**src/rtl/grf_write_arb_if.sv**
```systemverilog
// Bundle of the GRF write arbiter's pipeline, multi-cycle, stall-query and GRF-port signals.
// The master side drives requests; the slave side is the arbiter.
interface grf_write_arb_if;
  logic        p_we;
  logic [4:0]  p_addr;
  logic [31:0] p_wd;
  logic [31:0] p_pc;
  logic        m_issue;
  logic [4:0]  m_issue_addr;
  logic        m_valid;
  logic [4:0]  m_addr;
  logic [31:0] m_wd;
  logic [31:0] m_pc;
  logic        m_ready;
  logic [4:0]  q_a1;
  logic [4:0]  q_a2;
  logic        q_busy1;
  logic        q_busy2;
  logic [4:0]  grf_a3;
  logic [31:0] grf_wd;
  logic        grf_we;
  logic [31:0] grf_pc;
  logic [1:0]  fifo_cnt;

  modport master (
    output p_we, p_addr, p_wd, p_pc, m_issue, m_issue_addr,
    output m_valid, m_addr, m_wd, m_pc, q_a1, q_a2,
    input  m_ready, q_busy1, q_busy2, grf_a3, grf_wd, grf_we, grf_pc, fifo_cnt
  );

  modport slave (
    input  p_we, p_addr, p_wd, p_pc, m_issue, m_issue_addr,
    input  m_valid, m_addr, m_wd, m_pc, q_a1, q_a2,
    output m_ready, q_busy1, q_busy2, grf_a3, grf_wd, grf_we, grf_pc, fifo_cnt
  );
endinterface

```
**src/rtl/grf_write_arb.sv**
```systemverilog
// Single-port GRF write arbiter: pipeline writeback has priority over a 2-entry multi-cycle
// result FIFO; WAW overwrites by the pipeline kill stale buffered results.
module grf_write_arb #(
  parameter int unsigned DEPTH = 2
) (
  input logic            clk,
  input logic            reset,
  grf_write_arb_if.slave bus
);

  logic [4:0]       ent_addr_q [DEPTH];
  logic [31:0]      ent_wd_q   [DEPTH];
  logic [31:0]      ent_pc_q   [DEPTH];
  logic [DEPTH-1:0] ent_vld_q;
  logic [DEPTH-1:0] ent_kill_q;
  logic             rd_ptr_q;
  logic             wr_ptr_q;
  logic [1:0]       cnt_q;
  logic [31:0]      pend_q;
  logic [31:0]      pend_d;

  logic             ready;
  logic             p_sel;
  logic             pop;
  logic             push;
  logic             push_kill;
  logic [DEPTH-1:0] kill_hit;
  logic [31:0]      pend_clr;
  logic [31:0]      pend_set;

  always_comb begin
    ready     = reset && ({30'd0, cnt_q} < DEPTH);
    p_sel     = reset && bus.p_we && (bus.p_addr != 5'd0);
    pop       = reset && !p_sel && (cnt_q != 2'd0);
    push      = bus.m_valid && ready;
    push_kill = p_sel && (bus.m_addr == bus.p_addr);
    for (int i = 0; i < int'(DEPTH); i++) begin
      kill_hit[i] = p_sel && ent_vld_q[i] && (ent_addr_q[i] == bus.p_addr);
    end

    pend_clr = '0;
    pend_set = '0;
    if (pop) pend_clr[ent_addr_q[rd_ptr_q]] = 1'b1;
    if ((|kill_hit) || (push && push_kill)) pend_clr[bus.p_addr] = 1'b1;
    if (reset && bus.m_issue && (bus.m_issue_addr != 5'd0)) pend_set[bus.m_issue_addr] = 1'b1;
    // Set wins over a same-edge clear.
    pend_d = (pend_q & ~pend_clr) | pend_set;
  end

  always_comb begin
    bus.grf_we = 1'b0;
    bus.grf_a3 = 5'd0;
    bus.grf_wd = 32'd0;
    bus.grf_pc = 32'd0;
    if (p_sel) begin
      bus.grf_we = 1'b1;
      bus.grf_a3 = bus.p_addr;
      bus.grf_wd = bus.p_wd;
      bus.grf_pc = bus.p_pc;
    end else if (pop && !ent_kill_q[rd_ptr_q]) begin
      bus.grf_we = 1'b1;
      bus.grf_a3 = ent_addr_q[rd_ptr_q];
      bus.grf_wd = ent_wd_q[rd_ptr_q];
      bus.grf_pc = ent_pc_q[rd_ptr_q];
    end
  end

  always_comb begin
    bus.m_ready  = ready;
    bus.fifo_cnt = cnt_q;
    bus.q_busy1  = (bus.q_a1 != 5'd0) && pend_q[bus.q_a1];
    bus.q_busy2  = (bus.q_a2 != 5'd0) && pend_q[bus.q_a2];
  end

  always_ff @(posedge clk) begin
    if (!reset) begin
      ent_vld_q  <= '0;
      ent_kill_q <= '0;
      rd_ptr_q   <= 1'b0;
      wr_ptr_q   <= 1'b0;
      cnt_q      <= 2'd0;
      pend_q     <= '0;
    end else begin
      for (int i = 0; i < int'(DEPTH); i++) begin
        if (kill_hit[i]) ent_kill_q[i] <= 1'b1;
      end
      // The popped slot is never kill_hit (P not selected) and the pushed slot is empty.
      if (pop) begin
        ent_vld_q[rd_ptr_q]  <= 1'b0;
        ent_kill_q[rd_ptr_q] <= 1'b0;
        rd_ptr_q             <= ~rd_ptr_q;
      end
      if (push) begin
        ent_addr_q[wr_ptr_q] <= bus.m_addr;
        ent_wd_q[wr_ptr_q]   <= bus.m_wd;
        ent_pc_q[wr_ptr_q]   <= bus.m_pc;
        ent_vld_q[wr_ptr_q]  <= 1'b1;
        ent_kill_q[wr_ptr_q] <= (bus.m_addr == 5'd0) || push_kill;
        wr_ptr_q             <= ~wr_ptr_q;
      end
      case ({push, pop})
        2'b10:   cnt_q <= cnt_q + 2'd1;
        2'b01:   cnt_q <= cnt_q - 2'd1;
        default: cnt_q <= cnt_q;
      endcase
      pend_q <= pend_d;
    end
  end

endmodule

```
**src/flat_wrapper.sv**
```systemverilog
// flat-port wrapper written by rule: the top's interface ports become plain ports
module grf_write_arb_flat 
#(
  parameter int unsigned DEPTH = 2
)
  (clk, reset, bus_p_we, bus_p_addr, bus_p_wd, bus_p_pc, bus_m_issue, bus_m_issue_addr, bus_m_valid, bus_m_addr, bus_m_wd, bus_m_pc, bus_q_a1, bus_q_a2, bus_m_ready, bus_q_busy1, bus_q_busy2, bus_grf_a3, bus_grf_wd, bus_grf_we, bus_grf_pc, bus_fifo_cnt);
  grf_write_arb_if bus_i ();
  input logic clk;
  input logic reset;
  input wire logic [$bits(bus_i.p_we)-1:0] bus_p_we;
  input wire logic [$bits(bus_i.p_addr)-1:0] bus_p_addr;
  input wire logic [$bits(bus_i.p_wd)-1:0] bus_p_wd;
  input wire logic [$bits(bus_i.p_pc)-1:0] bus_p_pc;
  input wire logic [$bits(bus_i.m_issue)-1:0] bus_m_issue;
  input wire logic [$bits(bus_i.m_issue_addr)-1:0] bus_m_issue_addr;
  input wire logic [$bits(bus_i.m_valid)-1:0] bus_m_valid;
  input wire logic [$bits(bus_i.m_addr)-1:0] bus_m_addr;
  input wire logic [$bits(bus_i.m_wd)-1:0] bus_m_wd;
  input wire logic [$bits(bus_i.m_pc)-1:0] bus_m_pc;
  input wire logic [$bits(bus_i.q_a1)-1:0] bus_q_a1;
  input wire logic [$bits(bus_i.q_a2)-1:0] bus_q_a2;
  output wire logic [$bits(bus_i.m_ready)-1:0] bus_m_ready;
  output wire logic [$bits(bus_i.q_busy1)-1:0] bus_q_busy1;
  output wire logic [$bits(bus_i.q_busy2)-1:0] bus_q_busy2;
  output wire logic [$bits(bus_i.grf_a3)-1:0] bus_grf_a3;
  output wire logic [$bits(bus_i.grf_wd)-1:0] bus_grf_wd;
  output wire logic [$bits(bus_i.grf_we)-1:0] bus_grf_we;
  output wire logic [$bits(bus_i.grf_pc)-1:0] bus_grf_pc;
  output wire logic [$bits(bus_i.fifo_cnt)-1:0] bus_fifo_cnt;
  assign bus_i.p_we = bus_p_we;
  assign bus_i.p_addr = bus_p_addr;
  assign bus_i.p_wd = bus_p_wd;
  assign bus_i.p_pc = bus_p_pc;
  assign bus_i.m_issue = bus_m_issue;
  assign bus_i.m_issue_addr = bus_m_issue_addr;
  assign bus_i.m_valid = bus_m_valid;
  assign bus_i.m_addr = bus_m_addr;
  assign bus_i.m_wd = bus_m_wd;
  assign bus_i.m_pc = bus_m_pc;
  assign bus_i.q_a1 = bus_q_a1;
  assign bus_i.q_a2 = bus_q_a2;
  assign bus_m_ready = bus_i.m_ready;
  assign bus_q_busy1 = bus_i.q_busy1;
  assign bus_q_busy2 = bus_i.q_busy2;
  assign bus_grf_a3 = bus_i.grf_a3;
  assign bus_grf_wd = bus_i.grf_wd;
  assign bus_grf_we = bus_i.grf_we;
  assign bus_grf_pc = bus_i.grf_pc;
  assign bus_fifo_cnt = bus_i.fifo_cnt;
  grf_write_arb #(.DEPTH(DEPTH)) u_core (.clk(clk), .reset(reset), .bus(bus_i));
endmodule
```
**config.mk**
```make
export PLATFORM = sky130hd
export DESIGN_NAME = grf_write_arb_flat
export DESIGN_NICKNAME = d
export VERILOG_FILES = /design/src/rtl/grf_write_arb_if.sv /design/src/rtl/grf_write_arb.sv /design/src/flat_wrapper.sv
export SDC_FILE = /design/constraint.sdc
export NUM_CORES = 1
export LEC_CHECK = 0
export ABC_AREA = 1
export CAP_MARGIN = 20
export CORE_MARGIN = 2
export CORE_UTILIZATION = 30
export CTS_BUF_LIST = sky130_fd_sc_hd__clkbuf_2
export DETAILED_ROUTE_END_ITERATION = 6
export GPL_ROUTABILITY_DRIVEN = 0
export PLACE_DENSITY = 0.62
export SYNTH_ARGS = -nofsm -noshare
export SYNTH_HDL_FRONTEND = slang
export SYNTH_SLANG_ARGS = --single-unit
```
**constraint.sdc**
```tcl
create_clock -name clk -period 7.6 [get_ports clk]
set_input_delay 1.9 -clock clk [delete_from_list [all_inputs] [get_ports clk]]
set_output_delay 1.9 -clock clk [all_outputs]
set_load 0.005 [all_outputs]
```
==> results by group <==
Detailed routing
  • Post-DR vias/cell: 4.69
  • Initial DRC count: 483
  • Wirelength per Cell: 16.6 um
  • Post-route antenna net violation count: 0
  • Detailed Routing Iterations Pass 1: 7
  • Routed Wire Length: 26300 um
  • DRC violations left: 1
  • Via count: 7414

Setup path
  • Crit path max fanout: just over 50
  • Critical Path AT: approximately 4.9 ns
  • Crit path required time: 5.70 ns
  • Startpoint types: input port
  • Worst setup EP type: output port
  • CP Class: in2out

Clock tree
  • Htree depth: 4
  • Post-CTS setup repair buffer count: 0
  • Clock buffer depth: 2
  • Root buf cell: clkbuf_2
  • Clock Latency Late Sink: approximately 0.77 ns
  • Clock-pin transition on the worst setup and hold timing paths: 0.32 ns
  • PostCTS Resize Cnt: 0
  • CTS Buf Count: 17
  • CTS sink count: ~180
  • CTS tree: built
  • Post-CTS Hold Fix Bufs: 0

Synthesis
  • Mux cell area share after synthesis: 0.0713
  • Async set-reset flop share out of synthesis: 0
  • Simple-Gate Fraction of Synth Area: 0.175
  • Netlist cell types: 38
  • Post-synthesis sequential area ratio: 0.553
  • Post-synth top flop: edfxtp_1
  • Seq cells post-synth: 179
  • Synth Area in Compound Gates: 0.136
  • Cells after Synth: 961
  • Largest family of logic cells by synthesized area: simple AND/OR/NAND/NOR gates
  • Syn_area_per_cell: around 9.3 um2
  • Post-Synth XOR/XNOR Area: 0.00293
  • Syn Nets: ~1100
  • Post-synth EDFFs: roughly 140
  • Warnings, synthesis: 0
  • Mapped Area: between 0.008 and 0.009 mm2
  • Synth Area in Adders: 0.00139

GRT
  • Vias in the first global route: 7200
  • Initial antenna violation count: 1
  • First-pass GRT wire length: 39800 um
  • Largest net degree at the start of global routing: 53
  • GRT overflow: 0
  • Total Routing Usage GR: 0.167

STA
  • RSZ-0062 raised after global routing: false
  • Worst slew margin: 0.337
  • Pins Over Slew Limit: 0
  • Max Fclk: 147 MHz
  • Slew @ Worst Pin: 0.991 ns
  • Final setup skew: 0.0638 ns
  • Hold_ws: slightly below 0.5 ns
  • Fin. Hold Viols: 0
  • Setup tns final: 0 ns
  • Final setup fails: 0
  • Period utilization: 0.896
  • PnR worst setup slack: 0.793 ns
  • Final min period: 6.81 ns

Power and ir drop
  • Peak VDD IR: 0.101 mV
  • Tot Pwr: 2.12 mW
  • P_leak: ~4.0 nW
  • PD cells: 179 mW/mm2

Job
  • Max-cap violation count: 0

Status
  • Status: finished with violations
  • Failing checks: DRC

Place
  • Placed cell area: 0.0116 mm2
  • Place WS: 0.825 ns
  • Port bufs: 232
  • Placed Cells incl. Taps: approximately 1500
  • HPWL Detailed: 19600 um

Floorplan
  • Initial Utilization: 0.304
  • Die area: approximately 0.031 mm2
  • Core Area: 0.0296 mm2
  • Die W: ~180 um
  • I/O pin count: 233
  • Row cnt: 63
  • Die H: 177 um

Layout
  • Final non-filler cell total: between 1500 and 2000
  • Fin util: 0.402
  • Final instance area: roughly 0.012 mm2
  • Final net count: around 1300
  • Register area: 0.00497 mm2
  • Fill cell count: 2935
  • Multi-input logic area: 0.00349 mm2
  • Area grow syn2layout: 32.2%
  • Share of post-route cells with drive strength above 1: 0.0697

Hold path
  • Hold crit path type: reg2reg
[critical path, stage by stage]
cell,delay [ns]
clkdlybuf4s50_1,0.73
nor3_4,0.08
nand2_1,0.10
nand2_2,0.16
nand2_2,0.13
nor2_1,0.04
inv_1,0.09
nor2_2,0.06
nor2_4,0.43
buf_4,0.54
o21ai_1,0.12
clkdlybuf4s50_1,0.47
[power by group]
group | leakage (nW) | total [mW] | internal [mW] | switching [mW]
Combinational | 2.25 | 0.494 | 0.241 | 0.253
Clock | 0.155 | 0.505 | 0.115 | 0.390
Sequential | 1.60 | 1.12 | 1.10 | 0.0224
Total | 4.01 | 2.12 | 1.45 | 0.665
[cells by family (layout without fill, tap and decap cells)]
| group | Yosys count | after routing |
|---|---|---|
| compound gates | 216 | 216 |
| xor+xnor | 3 | 3 |
| fa+ha+maj | 1 | 1 |
| buf+inv | 114 | 344 |
| flops | 179 | 179 |
| mux | 64 | 64 |
| other cells | 0 | 1 |
| simple gates | 384 | 384 |
[layout by cell type (no fill, tap or decap), drive strengths merged]
cell type / synthesis / routed
a21boi: 14 / 14
a21oi: 84 / 84
and2: 1 / 1
buf: 29 / 10
clkbuf: 15 / 17
clkdlybuf4s50: 0 / 232
clkinv: 1 / 8
dfxtp: 41 / 41
diode: 0 / 1
edfxtp: 138 / 138
ha: 1 / 1
inv: 69 / 77
mux2i: 64 / 64
nand2: 232 / 232
nand3: 40 / 40
nand3b: 1 / 1
nand4: 2 / 2
nor2: 99 / 99
nor3: 8 / 8
nor4: 1 / 1
o211a: 1 / 1
o211ai: 2 / 2
o21a: 1 / 1
o21ai: 109 / 109
o22ai: 5 / 5
xnor2: 1 / 1
xor2: 2 / 2
[cells in the mapped netlist, types with 12 or more instances]
cell        n  area share
inv_1      67       0.028
buf_2      13      0.0072
buf_6      12       0.015
dfxtp_1    41       0.091
a21oi_1    61       0.034
o21ai_0    43       0.024
mux2i_1    64       0.071
clkbuf_1   15      0.0063
nand2_1   226       0.094
nand3_1    40       0.022
a21oi_2    23       0.022
nor2_1     93       0.039
o21ai_1    65       0.036
edfxtp_1  138        0.46
[metal layers]
layer | up-vias | track usage | wire length, um
met5 | - | 0 | 0
met4 | 0 | 0.0585 | 654
met1 | 3424 | 0.206 | 10900
li1 | 3719 | - | -
met3 | 35 | 0.0352 | 1600
met2 | 236 | 0.288 | 13200
[layout make-up]
cell class / instances / share of cell area
Antenna cell: 1 / 0.000211
Clock buffer: 17 / 0.00717
Clock inverter: 15 / 0.0149
Inverter: 70 / 0.0221
Multi-Input combinational cell: 668 / 0.294
Sequential cell: 179 / 0.419
Tap cell: 390 / 0.0411
Timing Repair Buffer: 242 / 0.202
[state kept, by name (all words and copies together) (netlist names), named ones only]
signal,flops
u_core.ent_wd_q,64
u_core.rd_ptr_q,1
u_core.wr_ptr_q,1
u_core.pend_q,32
u_core.ent_kill_q,2
u_core.bus.fifo_cnt,2
u_core.ent_addr_q,10
u_core.ent_pc_q,64
u_core.ent_vld_q,2
[path summary, 6_finish.rpt]
path	from	end	slack (ns)	cells past startpoint
setup / recovery	bus_p_addr[3]	bus_grf_wd[24]	0.79	12
hold / removal	u_core.ent_vld_q[1]	u_core.ent_vld_q[1]	0.48	2
setup reg to reg	flip-flop	u_core.pend_q[4]	4.75	7
hold reg to reg	u_core.ent_vld_q[1]	u_core.ent_vld_q[1]	0.48	2
No activity file was read; power rests on OpenSTA's default activity.
